--- config.mk ---
export PLATFORM = sky130hd
export DESIGN_NAME = cpu_core_param
export DESIGN_NICKNAME = d
export VERILOG_FILES = /design/src/rtl/cpu_core_pkg.sv /design/src/rtl/cpu_regfile.sv /design/src/rtl/cpu_core_param.sv
export SDC_FILE = /design/constraint.sdc
export NUM_CORES = 1
export LEC_CHECK = 0
export BUFFER_PORTS_ARGS = -buffer_cell sky130_fd_sc_hd__clkbuf_2
export CORE_ASPECT_RATIO = 1.1
export CORE_MARGIN = 3
export CORE_UTILIZATION = 40
export DETAILED_ROUTE_END_ITERATION = 6
export PLACE_DENSITY_LB_ADDON = 0.1
export SLEW_MARGIN = 10
export SYNTH_ARGS = -nofsm -noshare
export SYNTH_HDL_FRONTEND = slang
export SYNTH_HIERARCHICAL = 1
export SYNTH_SLANG_ARGS = --single-unit
export TNS_END_PERCENT = 1
--- constraint.sdc ---
create_clock -name clk -period 12.95 [get_ports clk]
set_clock_uncertainty 0.1 [all_clocks]
set_input_delay 1.9425 -clock clk [delete_from_list [all_inputs] [get_ports clk]]
set_output_delay 1.9425 -clock clk [all_outputs]
set_load 0.03 [all_outputs]
--- src/rtl/cpu_core_pkg.sv ---
// Shared opcodes, FSM states and flag bit positions for the accumulator core.
package cpu_core_pkg;

    localparam logic [5:0] OP_HLT  = 6'd0;
    localparam logic [5:0] OP_LDI  = 6'd1;
    localparam logic [5:0] OP_LD   = 6'd2;
    localparam logic [5:0] OP_ST   = 6'd3;
    localparam logic [5:0] OP_MOVA = 6'd4;
    localparam logic [5:0] OP_MOVR = 6'd5;
    localparam logic [5:0] OP_ADD  = 6'd6;
    localparam logic [5:0] OP_SUB  = 6'd7;
    localparam logic [5:0] OP_AND  = 6'd8;
    localparam logic [5:0] OP_OR   = 6'd9;
    localparam logic [5:0] OP_PUSH = 6'd10;
    localparam logic [5:0] OP_POP  = 6'd11;
    localparam logic [5:0] OP_JMP  = 6'd12;
    localparam logic [5:0] OP_BZ   = 6'd13;
    localparam logic [5:0] OP_BN   = 6'd14;
    localparam logic [5:0] OP_IN   = 6'd15;
    localparam logic [5:0] OP_OUT  = 6'd16;
    localparam logic [5:0] OP_NOP  = 6'd17;

    typedef enum logic [2:0] {
        IDLE,
        FETCH,
        EXEC,
        MEM,
        IO_IN,
        IO_OUT,
        HALT
    } state_t;

    localparam int unsigned FLAG_N = 3;
    localparam int unsigned FLAG_Z = 2;
    localparam int unsigned FLAG_C = 1;
    localparam int unsigned FLAG_V = 0;

endpackage

--- src/rtl/cpu_regfile.sv ---
// General register file: combinational read, synchronous write, async clear.
module cpu_regfile #(
    parameter int unsigned WIDTH = 16,
    parameter int unsigned NREGS = 2
) (
    input  logic                     clk,
    input  logic                     rst_b,
    input  logic [$clog2(NREGS)-1:0] raddr,
    output logic [WIDTH-1:0]         rdata,
    input  logic                     we,
    input  logic [$clog2(NREGS)-1:0] waddr,
    input  logic [WIDTH-1:0]         wdata
);

    logic [WIDTH-1:0] regs [NREGS];

    assign rdata = regs[raddr];

    // Register storage with asynchronous clear
    always_ff @(posedge clk or negedge rst_b) begin
        if (!rst_b) begin
            regs <= '{default: '0};
        end else if (we) begin
            regs[waddr] <= wdata;
        end
    end

endmodule

--- src/rtl/cpu_core_param.sv ---
// Multi-cycle accumulator CPU with register file, stack, IO handshakes and trap.
module cpu_core_param
    import cpu_core_pkg::*;
#(
    parameter int unsigned WIDTH   = 16,
    parameter int unsigned NREGS   = 2,
    parameter int unsigned SP_INIT = 512
) (
    input  logic             clk,
    input  logic             rst_b,
    input  logic             start,
    output logic             finish,
    output logic             err,
    output logic [3:0]       flags,
    output logic [WIDTH-1:0] address,
    output logic [WIDTH-1:0] mem_out,
    input  logic [WIDTH-1:0] mem_in,
    output logic             read,
    output logic             write,
    input  logic             mem_ack,
    output logic             inp_req,
    input  logic             inp_ack,
    input  logic [WIDTH-1:0] inp_data,
    output logic             out_req,
    input  logic             out_ack,
    output logic [WIDTH-1:0] out_data
);

    localparam int unsigned RB = $clog2(NREGS);
    localparam int unsigned IW = WIDTH - 6 - RB;

    state_t           state, state_nx;
    logic [WIDTH-1:0] pc, pc_nx, sp, sp_nx, ac, ac_nx, ir, ir_nx;
    logic [3:0]       flags_nx;
    logic             err_nx, finish_nx, read_nx, write_nx, inp_req_nx, out_req_nx;
    logic [WIDTH-1:0] address_nx, mem_out_nx, out_data_nx;

    logic [5:0]       op;
    logic [RB-1:0]    r;
    logic [IW-1:0]    imm;
    logic [WIDTH-1:0] sx, zx, rd;
    logic             rf_we;
    logic [WIDTH-1:0] rf_wdata;

    logic [WIDTH:0]   sum;
    logic [WIDTH-1:0] alu_res;
    logic             alu_c, alu_v;

    assign op  = ir[WIDTH-1 -: 6];
    assign r   = ir[WIDTH-7 -: RB];
    assign imm = ir[IW-1:0];
    assign sx  = {{(WIDTH-IW){imm[IW-1]}}, imm};
    assign zx  = WIDTH'(imm);

    cpu_regfile #(.WIDTH(WIDTH), .NREGS(NREGS)) u_rf (
        .clk   (clk),
        .rst_b (rst_b),
        .raddr (r),
        .rdata (rd),
        .we    (rf_we),
        .waddr (r),
        .wdata (rf_wdata)
    );

    // Single-cycle ALU: AC op R[r] with carry/overflow
    always_comb begin
        sum     = {1'b0, ac} + {1'b0, rd};
        alu_res = sum[WIDTH-1:0];
        alu_c   = sum[WIDTH];
        alu_v   = (ac[WIDTH-1] == rd[WIDTH-1]) && (alu_res[WIDTH-1] != ac[WIDTH-1]);
        case (op)
            OP_SUB: begin
                alu_res = ac - rd;
                alu_c   = (ac >= rd);
                alu_v   = (ac[WIDTH-1] != rd[WIDTH-1]) && (alu_res[WIDTH-1] != ac[WIDTH-1]);
            end
            OP_AND: begin
                alu_res = ac & rd;
                alu_c   = 1'b0;
                alu_v   = 1'b0;
            end
            OP_OR: begin
                alu_res = ac | rd;
                alu_c   = 1'b0;
                alu_v   = 1'b0;
            end
            default: ;
        endcase
    end

    // Next-state, architectural updates and registered output values
    always_comb begin
        state_nx    = state;
        pc_nx       = pc;
        sp_nx       = sp;
        ac_nx       = ac;
        ir_nx       = ir;
        flags_nx    = flags;
        err_nx      = err;
        address_nx  = address;
        mem_out_nx  = mem_out;
        out_data_nx = out_data;
        rf_we       = 1'b0;
        rf_wdata    = ac;

        case (state)
            IDLE, HALT: begin
                if (start) begin
                    state_nx = FETCH;
                    pc_nx    = '0;
                    sp_nx    = WIDTH'(SP_INIT);
                    flags_nx = '0;
                    err_nx   = 1'b0;
                end
            end
            FETCH: begin
                if (mem_ack) begin
                    ir_nx    = mem_in;
                    pc_nx    = pc + WIDTH'(1);
                    state_nx = EXEC;
                end
            end
            EXEC: begin
                state_nx = FETCH;
                case (op)
                    OP_HLT:  state_nx = HALT;
                    OP_LDI:  begin rf_we = 1'b1; rf_wdata = sx; end
                    OP_LD:   begin state_nx = MEM; address_nx = zx; end
                    OP_ST:   begin state_nx = MEM; address_nx = zx; mem_out_nx = rd; end
                    OP_MOVA: ac_nx = rd;
                    OP_MOVR: begin rf_we = 1'b1; rf_wdata = ac; end
                    OP_ADD, OP_SUB, OP_AND, OP_OR: begin
                        ac_nx    = alu_res;
                        flags_nx = {alu_res[WIDTH-1], (alu_res == '0), alu_c, alu_v};
                    end
                    OP_PUSH: begin state_nx = MEM; address_nx = sp - WIDTH'(1); mem_out_nx = rd; end
                    OP_POP:  begin state_nx = MEM; address_nx = sp; end
                    OP_JMP:  pc_nx = zx;
                    OP_BZ:   if (flags[FLAG_Z]) pc_nx = zx;
                    OP_BN:   if (flags[FLAG_N]) pc_nx = zx;
                    OP_IN:   state_nx = IO_IN;
                    OP_OUT:  begin state_nx = IO_OUT; out_data_nx = rd; end
                    OP_NOP:  ;
                    default: begin state_nx = HALT; err_nx = 1'b1; end
                endcase
            end
            MEM: begin
                if (mem_ack) begin
                    state_nx = FETCH;
                    if (op == OP_LD || op == OP_POP) begin
                        rf_we    = 1'b1;
                        rf_wdata = mem_in;
                    end
                    if (op == OP_PUSH) sp_nx = sp - WIDTH'(1);
                    if (op == OP_POP)  sp_nx = sp + WIDTH'(1);
                end
            end
            IO_IN: begin
                if (inp_ack) begin
                    rf_we    = 1'b1;
                    rf_wdata = inp_data;
                    state_nx = FETCH;
                end
            end
            IO_OUT: begin
                if (out_ack) state_nx = FETCH;
            end
            default: state_nx = IDLE;
        endcase

        if (state_nx == FETCH) address_nx = pc_nx;
        finish_nx  = (state_nx == HALT);
        read_nx    = (state_nx == FETCH) || (state_nx == MEM && (op == OP_LD || op == OP_POP));
        write_nx   = (state_nx == MEM) && (op == OP_ST || op == OP_PUSH);
        inp_req_nx = (state_nx == IO_IN);
        out_req_nx = (state_nx == IO_OUT);
    end

    // State, architectural and output registers
    always_ff @(posedge clk or negedge rst_b) begin
        if (!rst_b) begin
            state    <= IDLE;
            pc       <= '0;
            sp       <= WIDTH'(SP_INIT);
            ac       <= '0;
            ir       <= '0;
            flags    <= '0;
            err      <= 1'b0;
            finish   <= 1'b0;
            read     <= 1'b0;
            write    <= 1'b0;
            inp_req  <= 1'b0;
            out_req  <= 1'b0;
            address  <= '0;
            mem_out  <= '0;
            out_data <= '0;
        end else begin
            state    <= state_nx;
            pc       <= pc_nx;
            sp       <= sp_nx;
            ac       <= ac_nx;
            ir       <= ir_nx;
            flags    <= flags_nx;
            err      <= err_nx;
            finish   <= finish_nx;
            read     <= read_nx;
            write    <= write_nx;
            inp_req  <= inp_req_nx;
            out_req  <= out_req_nx;
            address  <= address_nx;
            mem_out  <= mem_out_nx;
            out_data <= out_data_nx;
        end
    end

endmodule

==> qor.txt <==
Status: finished with violations
Failing checks: design-rule violations
Number of synthesized flops with an enable pin: 0
Actual slew at the worst max-slew pin: 1074 ps
Seq/Total Area, Yosys: 37.76%
Total number of vias: 9,149
Unrepaired setup endpoints after global routing: false
Grt total ovfl: 0
Die Y: 175.2 microns
Layout cells sized above 1: 18.33%
Initial antenna violation count: 2
Drt drc: 5
Overall routing resource usage: 24.15%
Synth Instances: 1,171
Asr flop ratio synth: 100.0%
Post-Syn Area per Cell: 8.888 sq um
Combinational share of power: 52.6%
Post-route cell area: 11,680 sq um
Total Wirelength: 33.76 mm
Inst Count DP: 1,547
Vias in the first global route: 9,106
# port buffers: 95
Setup Fix Bufs, Post-CTS: 0
Placement Cell Area: 11,100 sq um
Ys Warns: 6
CTS tree: done
Worst-Skew Late Latency: 440 ps
Mapped Nets: 1,262
Internal power: 1.379 mW
CP Capture Type: flop
Post-cts sizing count: 0
P_leak: 5.221 nW
Pin count of the biggest net entering global routing: 87
Vias per inst: 5.791
Top-Level Pins: 96
Power share of the clock group: 19.3%
Top_reg_cell synth: dfrtp_1
Starting DRT DRC Count: 907
Routed WL per cell: 21.37 microns
Filler cell count: 2,540
Mapped Area: 10,410 sq um
Number of detailed-route iterations in the first pass: 7
Row cnt: 61
Area of the multi-input gates: 5941 sq um
Fin cells: 1,580
Commonest non-fill, non-tap cell in the layout: dfrtp_1
CP dominant cell by count: a31o_1
Crit-path max FO: 19
Arr. time, crit path: 5330 ps
Pwr/cell area: 226.0 nW/um^2
Longest Clk Path Bufs: 2
Die area: 27,990 sq um
TritonCTS Sinks: 157
Seq pwr share: 28.1%
CTS Buf Count: 17
Switching Fraction: 47.76%
Commonest cells after routing, fill and taps aside: dfrtp_1, nand2_1, o21ai_0
Crit path max-delay family: compound AO/OA/AOI/OAI gates
Placer Congestion: 0.9080
Startpoint types: flop
Final setup vio count: 0
CTS clk-pin slew, worst paths: 60 ps
Max cap viols: 0
Rel. slew slack: 28.23%
Yosys cell types: 82
Synth Register Bits: 157
Crit Path Class: reg2reg
Root Buffer: clkbuf_16
Crit path cell chain: mux2_2 -> inv_1 -> ha_1 -> and3_4 -> a2111o_1 -> a31o_1 -> a221o_2 -> a221oi_1 -> nand2_1 -> a2111oi_0 -> nor4bb_1 -> a31o_1
WP data required: 13,220 ps
Final TNS setup: 0 ps
H-tree Lvls: 4
CP peak stage delay: 1010 ps
Final design utilization: 45.96%
Core Area: 25,420 sq um
Worst min-delay path class: reg2reg
Min Tclk post-route: 5063 ps
Area growth from synthesis to layout: 12.24%
First-pass GRT wire length: 52.93 mm
Die width: 159.8 microns
Net Switching: 1.261 mW
Post-DP HPWL: 24.93 mm
Cts hold-fix bufs: 0
FMAX: 197.5 MHz
Final Hold Fails: 0
Starting Density: 40.95%
Final #Nets: 1,311
Share of the synthesized area in the top cell type: 37.51%
Cell taking the most area after synthesis: dfrtp_1
Pwr Total: 2.640 mW
Slowest cell on the critical path: dfrtp_1
Worst VDD drop: 0.0001508 V
WP buf/inv: 1
Routed Antenna Nets: 0
Top post-synthesis cells by area: dfrtp_1, ha_1, mux2_2
Register area: 3930 sq um
Max Slew Vio Count: 0
Fin crit share: 39.10%
[path summary, 6_finish.rpt]
path | start | end | slack [ps] | cells past startpoint
min | out_data[0]$_DFFE_PN0P_ | out_data[0]$_DFFE_PN0P_ | 380 | 2
max in group asynchronous | rst_b | flags[2]$_DFFE_PN0P_ | 9840 | 2
min reg2reg | out_data[0]$_DFFE_PN0P_ | out_data[0]$_DFFE_PN0P_ | 380 | 2
max reg2reg | ir[9]$_DFFE_PN0P_ | flags[2]$_DFFE_PN0P_ | 7890 | 12
min in group asynchronous | rst_b | sp[12]$_DFFE_PN0P_ | 1440 | 1
max | ir[9]$_DFFE_PN0P_ | flags[2]$_DFFE_PN0P_ | 7890 | 12
[state kept, by name, indices dropped and copies added, names as in the netlist]
signal,flops
ac,16
address,16
finish,1
pc,16
mem_out,16
read,1
sp,16
inp_req,1
ir,16
err,1
out_req,1
flags,4
out_data,16
state,3
u_rf/regs,32
write,1
[metal layers]
layer | vias up | track usage, % | wire, microns
met2 | 266 | 42.77 | 17060
met1 | 4437 | 29.63 | 14040
met5 | - | 0 | 14
li1 | 4380 | - | -
met3 | 64 | 3.461 | 1400
met4 | 2 | 9.656 | 1244
[synthesized netlist by cell type, types with 15 or more instances]
library cell	n
dfrtp_1	156
nand2_1	147
o21ai_0	121
nor2_1	79
inv_1	61
clkbuf_1	60
mux2_2	56
ha_1	51
a21oi_1	45
nor3_1	29
a221o_1	18
a222oi_1	17
and2_1	17
nand3_1	16
nor2b_1	16
o31ai_1	16
xnor2_1	15
[kinds of logic after synthesis]
kind of cell | after synthesis | synth area share, %
buf+inv | 137 | 5.410
flops | 157 | 37.76
mux | 78 | 8.704
compound gates | 339 | 21.98
fa+ha+maj | 53 | 6.516
simple gates | 385 | 17.78
xor+xnor | 22 | 1.851
[power by group through the flow]
stage	Clock (mW)	Sequential (mW)	Combinational, mW
4_1_cts	0.519	0.740	1.37
5_1_grt	0.542	0.757	1.52
2_1_floorplan	0	0.696	1.02
3_3_place_gp	0	0.750	1.37
3_5_place_dp	0	0.750	1.37
6_report	0.509	0.742	1.39
[stage by stage]
stage / hold WS, ps / setup slack [ps]
after floorplan: 369.3 / 8833
after global placement: 366.5 / 7866
after detailed placement: 371.0 / 7894
after CTS: 385.8 / 7848
after global routing: 409.5 / 7606
final: 377.6 / 7887
[layout make-up]
cell class                 instances  share of cell area [%]
timing repair buffer             106                   4.831
clock buffer                      20                   3.910
clock inverter                    12                   1.071
antenna                            1                 0.02142
multi-input combinational        877                   50.86
tap                              346                   3.706
sequential                       157                   33.64
inverter                          61                   1.960
[worst reg2reg max path: stages (launching register included)]
cell,delay (ps)
dfrtp_1,1010
mux2_2,460
inv_1,120
ha_1,370
and3_4,240
a2111o_1,440
a31o_1,290
a221o_2,390
a221oi_1,360
nand2_1,90
a2111oi_0,480
nor4bb_1,440
a31o_1,190
Note: power is estimated with default switching activity, not from simulation.
